==> src/rtl/program_result_monitor_pkg.sv <==
// Shared types for the end-of-program result monitor: verdict encoding, FSM states,
// the default runaway-program limit and a saturating counter helper.
package monitor_pkg;

    typedef enum logic [2:0] {
        ST_IDLE       = 3'd0,
        ST_RUN        = 3'd1,
        ST_PASS       = 3'd2,
        ST_FAIL_VALUE = 3'd3,
        ST_FAIL_ORDER = 3'd4,
        ST_FAIL_FETCH = 3'd5,
        ST_TIMEOUT    = 3'd6
    } status_t;

    typedef enum logic [2:0] {
        S_IDLE    = 3'd0,
        S_RUN     = 3'd1,
        S_PASS    = 3'd2,
        S_FAIL    = 3'd3,
        S_TIMEOUT = 3'd4
    } state_t;

    localparam int TIMEOUT_DEFAULT = 10000;

    function automatic logic [31:0] sat_inc32(input logic [31:0] v);
        return (v == 32'hFFFF_FFFF) ? v : v + 32'd1;
    endfunction

endpackage

==> src/rtl/program_result_monitor_match.sv <==
// Combinational slot matcher: finds the lowest-index enabled, not-yet-matched slot whose
// expected address equals the bus address, and reports whether the write data agrees.
module result_check_match #(
    parameter int XLEN       = 32,
    parameter int NUM_CHECKS = 4,
    parameter int IDX_W      = 2
) (
    input  logic [NUM_CHECKS-1:0]      chk_en,
    input  logic [NUM_CHECKS-1:0]      matched,
    input  logic [NUM_CHECKS*XLEN-1:0] chk_addr,
    input  logic [NUM_CHECKS*XLEN-1:0] chk_value,
    input  logic [XLEN-1:0]            mem_adr,
    input  logic [XLEN-1:0]            mem_write_data,
    output logic                       hit,
    output logic [IDX_W-1:0]           hit_index,
    output logic                       data_eq
);

    // Scan high to low so the last assignment wins, leaving the lowest matching slot.
    always_comb begin
        hit       = 1'b0;
        hit_index = '0;
        data_eq   = 1'b0;
        for (int i = NUM_CHECKS - 1; i >= 0; i--) begin
            if (chk_en[i] && !matched[i] && (chk_addr[i*XLEN +: XLEN] == mem_adr)) begin
                hit       = 1'b1;
                hit_index = IDX_W'(i);
                data_eq   = (chk_value[i*XLEN +: XLEN] == mem_write_data);
            end
        end
    end

endmodule

==> src/rtl/program_result_monitor.sv <==
// End-of-program checker: snoops data-memory writes against up to NUM_CHECKS expected
// (address, value) pairs and registers a sticky PASS / FAIL / TIMEOUT verdict.
module program_result_monitor
    import monitor_pkg::*;
#(
    parameter int XLEN           = 32,
    parameter int NUM_CHECKS     = 4,
    parameter int TIMEOUT_CYCLES = TIMEOUT_DEFAULT,
    parameter int ORDERED        = 0,
    localparam int IDX_W         = (NUM_CHECKS > 1) ? $clog2(NUM_CHECKS) : 1
) (
    input  logic                       clk,
    input  logic                       reset,
    input  logic                       start,
    input  logic [NUM_CHECKS-1:0]      chk_en,
    input  logic [NUM_CHECKS*XLEN-1:0] chk_addr,
    input  logic [NUM_CHECKS*XLEN-1:0] chk_value,
    input  logic                       mem_en,
    input  logic                       mem_write_en,
    input  logic [XLEN-1:0]            mem_adr,
    input  logic [XLEN-1:0]            mem_write_data,
    input  logic                       instr_valid,
    output logic                       done,
    output status_t                    status,
    output logic [IDX_W-1:0]           fail_index,
    output logic [XLEN-1:0]            fail_data,
    output logic [NUM_CHECKS-1:0]      matched,
    output logic [31:0]                cycle_count
);

    localparam logic [31:0] TIMEOUT_LIM = 32'(TIMEOUT_CYCLES);

    state_t                     state_q, state_d;
    status_t                    status_q, status_d;
    logic                       done_q, done_d;
    logic [IDX_W-1:0]           fail_index_q, fail_index_d;
    logic [XLEN-1:0]            fail_data_q, fail_data_d;
    logic [NUM_CHECKS-1:0]      matched_q, matched_d;
    logic [31:0]                count_q, count_d;

    logic [NUM_CHECKS-1:0]      en_q;
    logic [NUM_CHECKS*XLEN-1:0] addr_q;
    logic [NUM_CHECKS*XLEN-1:0] value_q;

    logic                       hit;
    logic [IDX_W-1:0]           hit_index;
    logic                       data_eq;
    logic                       snoop;
    logic [IDX_W-1:0]           exp_index;
    logic                       order_ok;
    logic [NUM_CHECKS-1:0]      matched_upd;

    result_check_match #(
        .XLEN       (XLEN),
        .NUM_CHECKS (NUM_CHECKS),
        .IDX_W      (IDX_W)
    ) u_match (
        .chk_en         (en_q),
        .matched        (matched_q),
        .chk_addr       (addr_q),
        .chk_value      (value_q),
        .mem_adr        (mem_adr),
        .mem_write_data (mem_write_data),
        .hit            (hit),
        .hit_index      (hit_index),
        .data_eq        (data_eq)
    );

    assign snoop = mem_en & mem_write_en;

    // Next slot an in-order program must complete: lowest enabled slot still outstanding.
    always_comb begin
        exp_index = '0;
        for (int i = NUM_CHECKS - 1; i >= 0; i--) begin
            if (en_q[i] && !matched_q[i]) begin
                exp_index = IDX_W'(i);
            end
        end
    end

    assign order_ok = (ORDERED == 0) || (hit_index == exp_index);

    always_comb begin
        state_d      = state_q;
        status_d     = status_q;
        done_d       = done_q;
        fail_index_d = fail_index_q;
        fail_data_d  = fail_data_q;
        matched_d    = matched_q;
        count_d      = count_q;
        matched_upd  = matched_q;

        if (start) begin
            state_d      = S_RUN;
            status_d     = ST_RUN;
            done_d       = 1'b0;
            fail_index_d = '0;
            fail_data_d  = '0;
            matched_d    = '0;
            count_d      = '0;
        end else if (state_q == S_RUN) begin
            count_d = sat_inc32(count_q);
            if (snoop && hit && order_ok && data_eq) begin
                matched_upd[hit_index] = 1'b1;
            end

            // Bus faults outrank completion, completion outranks fetch and timeout.
            if (snoop && hit && !order_ok) begin
                state_d      = S_FAIL;
                status_d     = ST_FAIL_ORDER;
                done_d       = 1'b1;
                fail_index_d = hit_index;
                fail_data_d  = mem_write_data;
            end else if (snoop && hit && !data_eq) begin
                state_d      = S_FAIL;
                status_d     = ST_FAIL_VALUE;
                done_d       = 1'b1;
                fail_index_d = hit_index;
                fail_data_d  = mem_write_data;
            end else if (matched_upd == en_q) begin
                state_d   = S_PASS;
                status_d  = ST_PASS;
                done_d    = 1'b1;
                matched_d = matched_upd;
            end else if (!instr_valid) begin
                state_d      = S_FAIL;
                status_d     = ST_FAIL_FETCH;
                done_d       = 1'b1;
                fail_index_d = '0;
                matched_d    = matched_upd;
            end else if (count_d == TIMEOUT_LIM) begin
                state_d   = S_TIMEOUT;
                status_d  = ST_TIMEOUT;
                done_d    = 1'b1;
                matched_d = matched_upd;
            end else begin
                matched_d = matched_upd;
            end
        end
    end

    always_ff @(posedge clk or negedge reset) begin
        if (!reset) begin
            state_q      <= S_IDLE;
            status_q     <= ST_IDLE;
            done_q       <= 1'b0;
            fail_index_q <= '0;
            fail_data_q  <= '0;
            matched_q    <= '0;
            count_q      <= '0;
        end else begin
            state_q      <= state_d;
            status_q     <= status_d;
            done_q       <= done_d;
            fail_index_q <= fail_index_d;
            fail_data_q  <= fail_data_d;
            matched_q    <= matched_d;
            count_q      <= count_d;
        end
    end

    // Check configuration is only consulted in RUN, which is reachable only through start.
    always_ff @(posedge clk) begin
        if (start) begin
            en_q    <= chk_en;
            addr_q  <= chk_addr;
            value_q <= chk_value;
        end
    end

    assign done        = done_q;
    assign status      = status_q;
    assign fail_index  = fail_index_q;
    assign fail_data   = fail_data_q;
    assign matched     = matched_q;
    assign cycle_count = count_q;

endmodule

==> config.mk <==
export PLATFORM = sky130hd
export DESIGN_NAME = program_result_monitor
export DESIGN_NICKNAME = d
export VERILOG_FILES = /design/src/rtl/program_result_monitor_pkg.sv /design/src/rtl/program_result_monitor_match.sv /design/src/rtl/program_result_monitor.sv
export SDC_FILE = /design/constraint.sdc
export NUM_CORES = 1
export LEC_CHECK = 0
export CAP_MARGIN = 40
export CELL_PAD_IN_SITES_DETAIL_PLACEMENT = 1
export CELL_PAD_IN_SITES_GLOBAL_PLACEMENT = 1
export CORE_MARGIN = 5
export CORE_UTILIZATION = 30
export CTS_CLUSTER_DIAMETER = 40
export DETAILED_ROUTE_END_ITERATION = 6
export GPL_ROUTABILITY_DRIVEN = 0
export HOLD_SLACK_MARGIN = 0.05
export PLACE_DENSITY_LB_ADDON = 0.1
export SLEW_MARGIN = 40
export SYNTH_ARGS = -nofsm -noshare
export SYNTH_HDL_FRONTEND = slang
export SYNTH_SLANG_ARGS = --single-unit
==> constraint.sdc <==
create_clock -name clk -period 3.55 [get_ports clk]
set_input_delay 0.71 -clock clk [delete_from_list [all_inputs] [get_ports clk]]
set_output_delay 0.71 -clock clk [all_outputs]
set_load 0.03 [all_outputs]
==> metrics.txt, run 1 <==
pwr dens=531 mW/mm2; GRT Total Usage=20.5%; Initial Util=30.4%; vias in the first global route=13.3k; CP Capture Type=flop; final-report max-slew violation count=0; most common cell after layout, fill and taps aside=clkdlybuf4s50_1; Layout Utilization=48.4%; first-pass GRT wire length=85.0 mm; Starting DRT DRC Count=666; outcome=finished clean; Hold Crit Class=in -> async; Die Y=236 um; RSZ-0062 raised after global routing=no; H-tree depth=3; share of cells above drive strength 1=20.6%; final clock skew=0.0253 ns; fin nets=2124; Most used DFF post-synth=edfxtp_1; initial antenna violation count=15; Distinct cells, synth=65; CP startpoint kind=primary input; GR Overflow Total=0; fillers=5202; Final Hold Fails=0; Seq/Total Area, Yosys=63.4%; Ports=404; Clock Latency Late Sink=0.58 ns; wire per inst=23.0 um; synthesis-to-layout area growth=58.9%; number of remaining DRC errors=0; Mapped Avg Cell Area=13.3 um2; Post-Synthesis Cells=1154; Die Width=236 um; commonest cells after routing, fill and taps aside=clkdlybuf4s50_1 (401), edfxtp_1 (260), buf_4 (217), xnor2_1 (154), xor2_1 (138); synthesized flop and latch total=336; CP Max Fanout=3; LEAKAGE=9.13 nW; Core Box Area=0.0503 mm2; Vias per Instance=4.69; Reg2Reg Depth=12; fin crit share=95.0%; VDD IR max=0.315 mV; DR pass1 iterations=5; HPWL after detailed placement=45.5 mm; WP data required=4.00 ns; Net Count, Synth=1485; clock root cell=clkbuf_16; Setup-failing EPs final=0; PortBufs=403; Clock transition at path regs=0.04 ns; CTS tree=done; largest net degree at the start of global routing=102; Synth Warn #=0; hold buffer count at CTS=0; DRT Wirelength=58.3 mm; Setup CP Type=in -> reg; DR vias=11.9k; Max Cap Viol=0; Rel. slew slack=55.4%; clock buffer depth=3; Std-Cell Rows=82; Power Total=12.9 mW; Fmax=297 MHz; Post-Synthesis Cell Area=0.0153 mm2; post-CTS setup repair buffer count=0; Tightest Pin Transition=0.669 ns; die area=0.0556 mm2; Arr. time, crit path=3.82 ns; CTS sink cnt=336; EDFF count, synth=260; TritonCTS Buffers=72; antenna-violating nets left=0; Async S/R FF share, synth=22.6%; Final Critical Period=3.37 ns
==> stage by stage <==
stage | std cells | setup WS (ns) | hold WS [ns] | setup TNS (ns) | area (um2)
finish | 2531 | 0.179 | 0.167 | 0 | 24300
global route | 2526 | 0.0150 | 0.209 | 0 | 24300
CTS | 2521 | 0.101 | 0.165 | 0 | 24200
detailed placement | 2390 | -0.607 | 0.483 | -18.34 | 21700
global placement | 2390 | -0.553 | 0.483 | -17.56 | 21700
floorplan | 1154 | 0.474 | 0.414 | 0 | 15300
==> Yosys cell counts, drive strengths merged (5+ instances only) <==
library cell / instances / area (um2)
xor2: 138 / 1210
and3: 8 / 50.1
edfxtp: 260 / 7810
or4: 6 / 48.8
nand2: 47 / 176
nor4b: 6 / 58.8
nor4: 50 / 340
a21oi: 17 / 85.1
xnor2: 155 / 1360
nand2b: 6 / 37.5
dfrtp: 76 / 1900
a31oi: 6 / 37.5
clkbuf: 44 / 165
o31ai: 5 / 42.5
inv: 13 / 48.8
a22o: 32 / 280
o21ai: 19 / 95.1
and4: 7 / 61.3
nand3: 30 / 150
nor2: 65 / 246
nand4: 64 / 413
nor3: 21 / 120
and2: 7 / 43.8
buf: 19 / 101
or3: 11 / 68.8
==> path summary, 6_finish.rpt <==
| kind | from | slack (ns) | to |
|---|---|---|---|
| min in group clk | fail_data[16] | 0.50 | fail_data[16] |
| worst max register to register | cycle_count[0] | 0.28 | status[1] |
| max in group asynchronous | reset | 2.64 | fail_data[12] |
| worst max-delay path | mem_adr[25] | 0.18 | state_q[0] |
| worst min register to register | fail_data[16] | 0.50 | fail_data[16] |
| worst min-delay path | reset | 0.17 | cycle_count[15] |
==> logic make-up after synthesis <==
kind of cell	after synthesis	share of synthesized area, %
compound gates	106	5.03
flops	336	63.4
buf+inv	76	2.06
fa+ha+maj	1	0.0817
simple gates	339	12.4
mux	3	0.196
xor+xnor	293	16.8
==> power by group <==
part	total (mW)	internal, mW	switching, mW
Combinational	1.44	0.785	0.651
Sequential	4.66	4.54	0.120
Clock	6.81	4.58	2.23
==> state kept, by name, indices dropped and copies added (netlist names) <==
register	flops
matched	4
fail_data	32
fail_index	2
cycle_count	32
en_q	4
state_q	3
status	2
addr_q	128
value_q	128
done	1
==> critical path, cell delays in order <==
cell             delay [ns]
clkdlybuf4s50_1        0.60
xnor2_2                0.15
buf_4                  0.14
nand4_1                0.11
nor4_1                 0.33
buf_4                  0.17
nand4_1                0.24
nor3_4                 0.29
a21oi_1                0.11
nor4_2                 0.37
a21oi_1                0.12
o31a_1                 0.32
a21o_1                 0.16
==> layer usage <==
| metal | routed length (um) | global-route usage, % |
|---|---|---|
| met4 | 1220 | 6.25 |
| met3 | 3610 | 5.93 |
| met1 | 24400 | 25.5 |
| met2 | 29000 | 34.6 |
| met5 | 69 | 0 |
==> timing repair <==
action | CTS | global route
endpoints found under the setup margin | 5 | 9
endpoints found under the hold margin | 0 | 0
pin swaps | 0 | 1
gates resized for setup | 1 | 13
cloned | 0 | 0
==> area by class of cell <==
class                           instances  area (um2)  share of cell area (%)
Sequential cell                       336        9710                    39.9
Timing Repair Buffer                  628        5850                    24.0
Multi-Input combinational cell        742        5370                    22.1
Clock buffer                           91        2040                    8.38
Tap cell                              672         841                    3.46
Clock inverter                         40         450                    1.85
Inverter                               13        48.8                   0.201
Antenna cell                            9        22.5                  0.0926
(Power assumes the default switching activity.)
==> run 2, diff against run 1 <==
--- a/config.mk
+++ b/config.mk
@@ -18,4 +18,5 @@
 export SLEW_MARGIN = 40
 export SYNTH_ARGS = -nofsm -noshare
 export SYNTH_HDL_FRONTEND = slang
+export SYNTH_HIERARCHICAL = 1
 export SYNTH_SLANG_ARGS = --single-unit
==> run 2 against run 1 <==
  * The flow now finishes with violations (negative setup slack)
  * Worst hold slack got worse by 0.085 ns
  * Area after synthesis shrank 1.8%
  * Maximum frequency decreased by 6.5%
  * Non-clock buffer count is 65 lower
  * Cell count is 5.3% lower
  * Clock-buffer cell count decreased by 11
  * Total power is 1.8% lower
  * Die area shrank 1.7%
  * Critical endpoint unchanged
  * Highest routed layer unchanged
==> metrics.txt, run 2 <==
outcome=complete, but fails checks; violated checks=negative setup slack; vias in the first global route=12.4k; WP data required=4.04 ns; VDD IR max=0.554 mV; Net Count, Synth=1427; clock root cell=clkbuf_16; fin crit share=102%; Post-Synthesis Cell Area=0.0150 mm2; CP startpoint kind=primary input; Final Hold Fails=0; Std-Cell Rows=82; Post-Synthesis Cells=1096; hold buffer count at CTS=0; Vias per Instance=4.66; commonest cells after routing, fill and taps aside=clkdlybuf4s50_1 (345), edfxtp_1 (260), xnor2_1 (184), buf_4 (131), xor2_1 (82); Clock transition at path regs=0.05 ns; Finished Layout Cells=2398; HPWL after detailed placement=42.4 mm; r2r setup slk=0.06 ns; final clock skew=0.0190 ns; Mapped Avg Cell Area=13.7 um2; Synth area leaders=edfxtp_1 (52%), dfrtp_1 (13%), xnor2_1 (12%), xor2_1 (4.9%), nand4_1 (2.9%); CP top delay family=compound AO/OA/AOI/OAI gates; Final Critical Period=3.61 ns; post-synth top area cell=edfxtp_1; DR pass1 iterations=4; first-pass GRT wire length=78.9 mm; Area after DPL=0.0208 mm2; number of remaining DRC errors=0; Ports=404; biggest regs=addr_q (128), value_q (128); most common library cells after synthesis=edfxtp_1 (260), xnor2_1 (204), xor2_1 (84); Setup WS post-layout=-0.0560 ns; Fmax=277 MHz; most common cell after layout, fill and taps aside=clkdlybuf4s50_1; Starting DRT DRC Count=724; synthesis-to-layout area growth=58.5%; Critical R2R Capture=state_q[0]; Arr. time, crit path=4.10 ns; Distinct cells, synth=59; Most used DFF post-synth=edfxtp_1; LEAKAGE=8.95 nW; DRT Wirelength=54.8 mm; reg2reg start=addr_q[125]; Synth top area share=51.9%; synthesized flop and latch total=336; final-report max-slew violation count=0; Setup CP Type=in -> reg; Max Cap Viol=0; RSZ-0062 raised after global routing=yes; wire per inst=22.8 um; PortBufs=403; Initial Util=30.1%; Hold Crit Class=in -> async; DR vias=11.2k; Rel. slew slack=61.8%; CP peak stage delay=0.47 ns; Core Box Area=0.0499 mm2; Reg2Reg Depth=16; most common cell in the netlist=edfxtp_1; Clock Latency Late Sink=0.58 ns; antenna-violating nets left=0; clock buffer depth=3; Tightest Pin Transition=0.573 ns; initial antenna violation count=25; Power Total=12.7 mW; Worst Path Buf+Inv=4; placed insts=2249; Worst path slowest cell=clkdlybuf4s50_1; CP Max Fanout=5; CP Capture Type=flop; H-tree depth=3; share of cells above drive strength 1=20.2%; die area=0.0547 mm2; CTS tree=done; fin nets=1992; Async S/R FF share, synth=22.6%; GR Overflow Total=0; CTS sink cnt=336; Synth Warn #=6; CP cell instances=clkdlybuf4s50_1 > buf_6 > xnor2_1 > nand4_1 > nor4_4 > buf_4 > a211oi_2 > a311oi_2 > nand4_1 > buf_4 > nand2b_4 > o221ai_2 > o21ai_1 > o211ai_1 > nand3_2 > a31o_2 > a31oi_1; setup slack at placement=-1.32 ns; Seq/Total Area, Yosys=64.6%; TritonCTS Buffers=67; Design Area, Final=0.0238 mm2; Setup-failing EPs final=3; GRT Total Usage=19.7%; Die Y=234 um; Die Width=234 um; EDFF count, synth=260; pwr dens=532 mW/mm2; largest net degree at the start of global routing=62
==> run 2: cell count changes after synthesis, sizes merged, moves of 6 or more <==
cell | before | now
xor2 | 138 | 84
xnor2 | 155 | 204
nand2 | 47 | 28
nor4 | 50 | 32
nand4 | 64 | 74
clkbuf | 44 | 53
nor2 | 65 | 58
or4 | 6 | 0
==> run 2: final cells by class <==
| cell class | instances | area (um2) |
|---|---|---|
| Clock inverter | 42 | 631 |
| Clock buffer | 80 | 1770 |
| Tap cell | 672 | 841 |
| Antenna cell | 12 | 30.0 |
| Fill cell | 5170 | 26000 |
| Multi-Input combinational cell | 682 | 5450 |
| Inverter | 11 | 41.3 |
| Timing Repair Buffer | 563 | 5360 |
| Sequential cell | 336 | 9710 |
==> run 2: what timing repair did <==
item	CTS	global route
endpoints found under the hold margin	0	0
pin swaps	50	24
setup endpoints to repair	8	8
gates resized for setup	135	24
buffers inserted	9	6
==> run 2: cell families (layout without fill, tap and decap cells) <==
kind of cell    after synthesis  count (layout)  synth area share (%)
compound gates              109             109                  5.20
xor+xnor                    288             288                  16.8
fa+ha+maj                     1               1                0.0832
buf+inv                      78             696                  2.19
flops                       336             336                  64.6
mux                           2               2                 0.133
other cells                   0              12                     0
simple gates                282             282                  11.0
==> run 2: power by group <==
part | internal, mW | leakage (nW) | switching [mW]
logic | 0.710 | 4.19 | 0.589
registers | 4.55 | 3.60 | 0.139
clock network | 4.57 | 1.16 | 2.12
total | 9.83 | 8.95 | 2.85
==> run 2: per-stage QoR <==
| step | hold WS, ns | util, % | setup TNS [ns] |
|---|---|---|---|
| final | 0.0820 | 47.8 | -0.138 |
| after global routing | 0.113 | 47.8 | -1.19 |
| after CTS | 0.208 | 47.5 | 0 |
| after detailed placement | 0.474 | 41.8 | -28.40 |
| after global placement | 0.470 | 41.7 | -24.73 |
| after floorplan | 0.414 | - | 0 |
==> run 2: worst max path at each step <==
stage,from,end,depth (start not counted)
final,mem_write_data[23],state_q[0],17
after global routing,addr_q[125],state_q[0],16
after CTS,mem_write_data[23],state_q[0],17
after detailed placement,mem_adr[18],state_q[0],15
after global placement,mem_adr[18],state_q[0],15
after floorplan,mem_adr[19],state_q[0],15
==> run 2: metal layers <==
metal	track usage [%]	vias to the layer above	share of wire, %
met1	23.8	5492	40
met3	6.67	108	7.3
met4	7.51	28	3.0
met2	32.8	339	49
met5	0	-	0.33
li1	-	5213	-
==> run 2: worst reg2reg max path: cells and delay by family, from the launching register on <==
kind	cells	cell delay (ns)
buf+inv	2	0.35
simple gates	7	1.31
flops	1	0.46
xor+xnor	1	0.18
compound gates	6	1.12
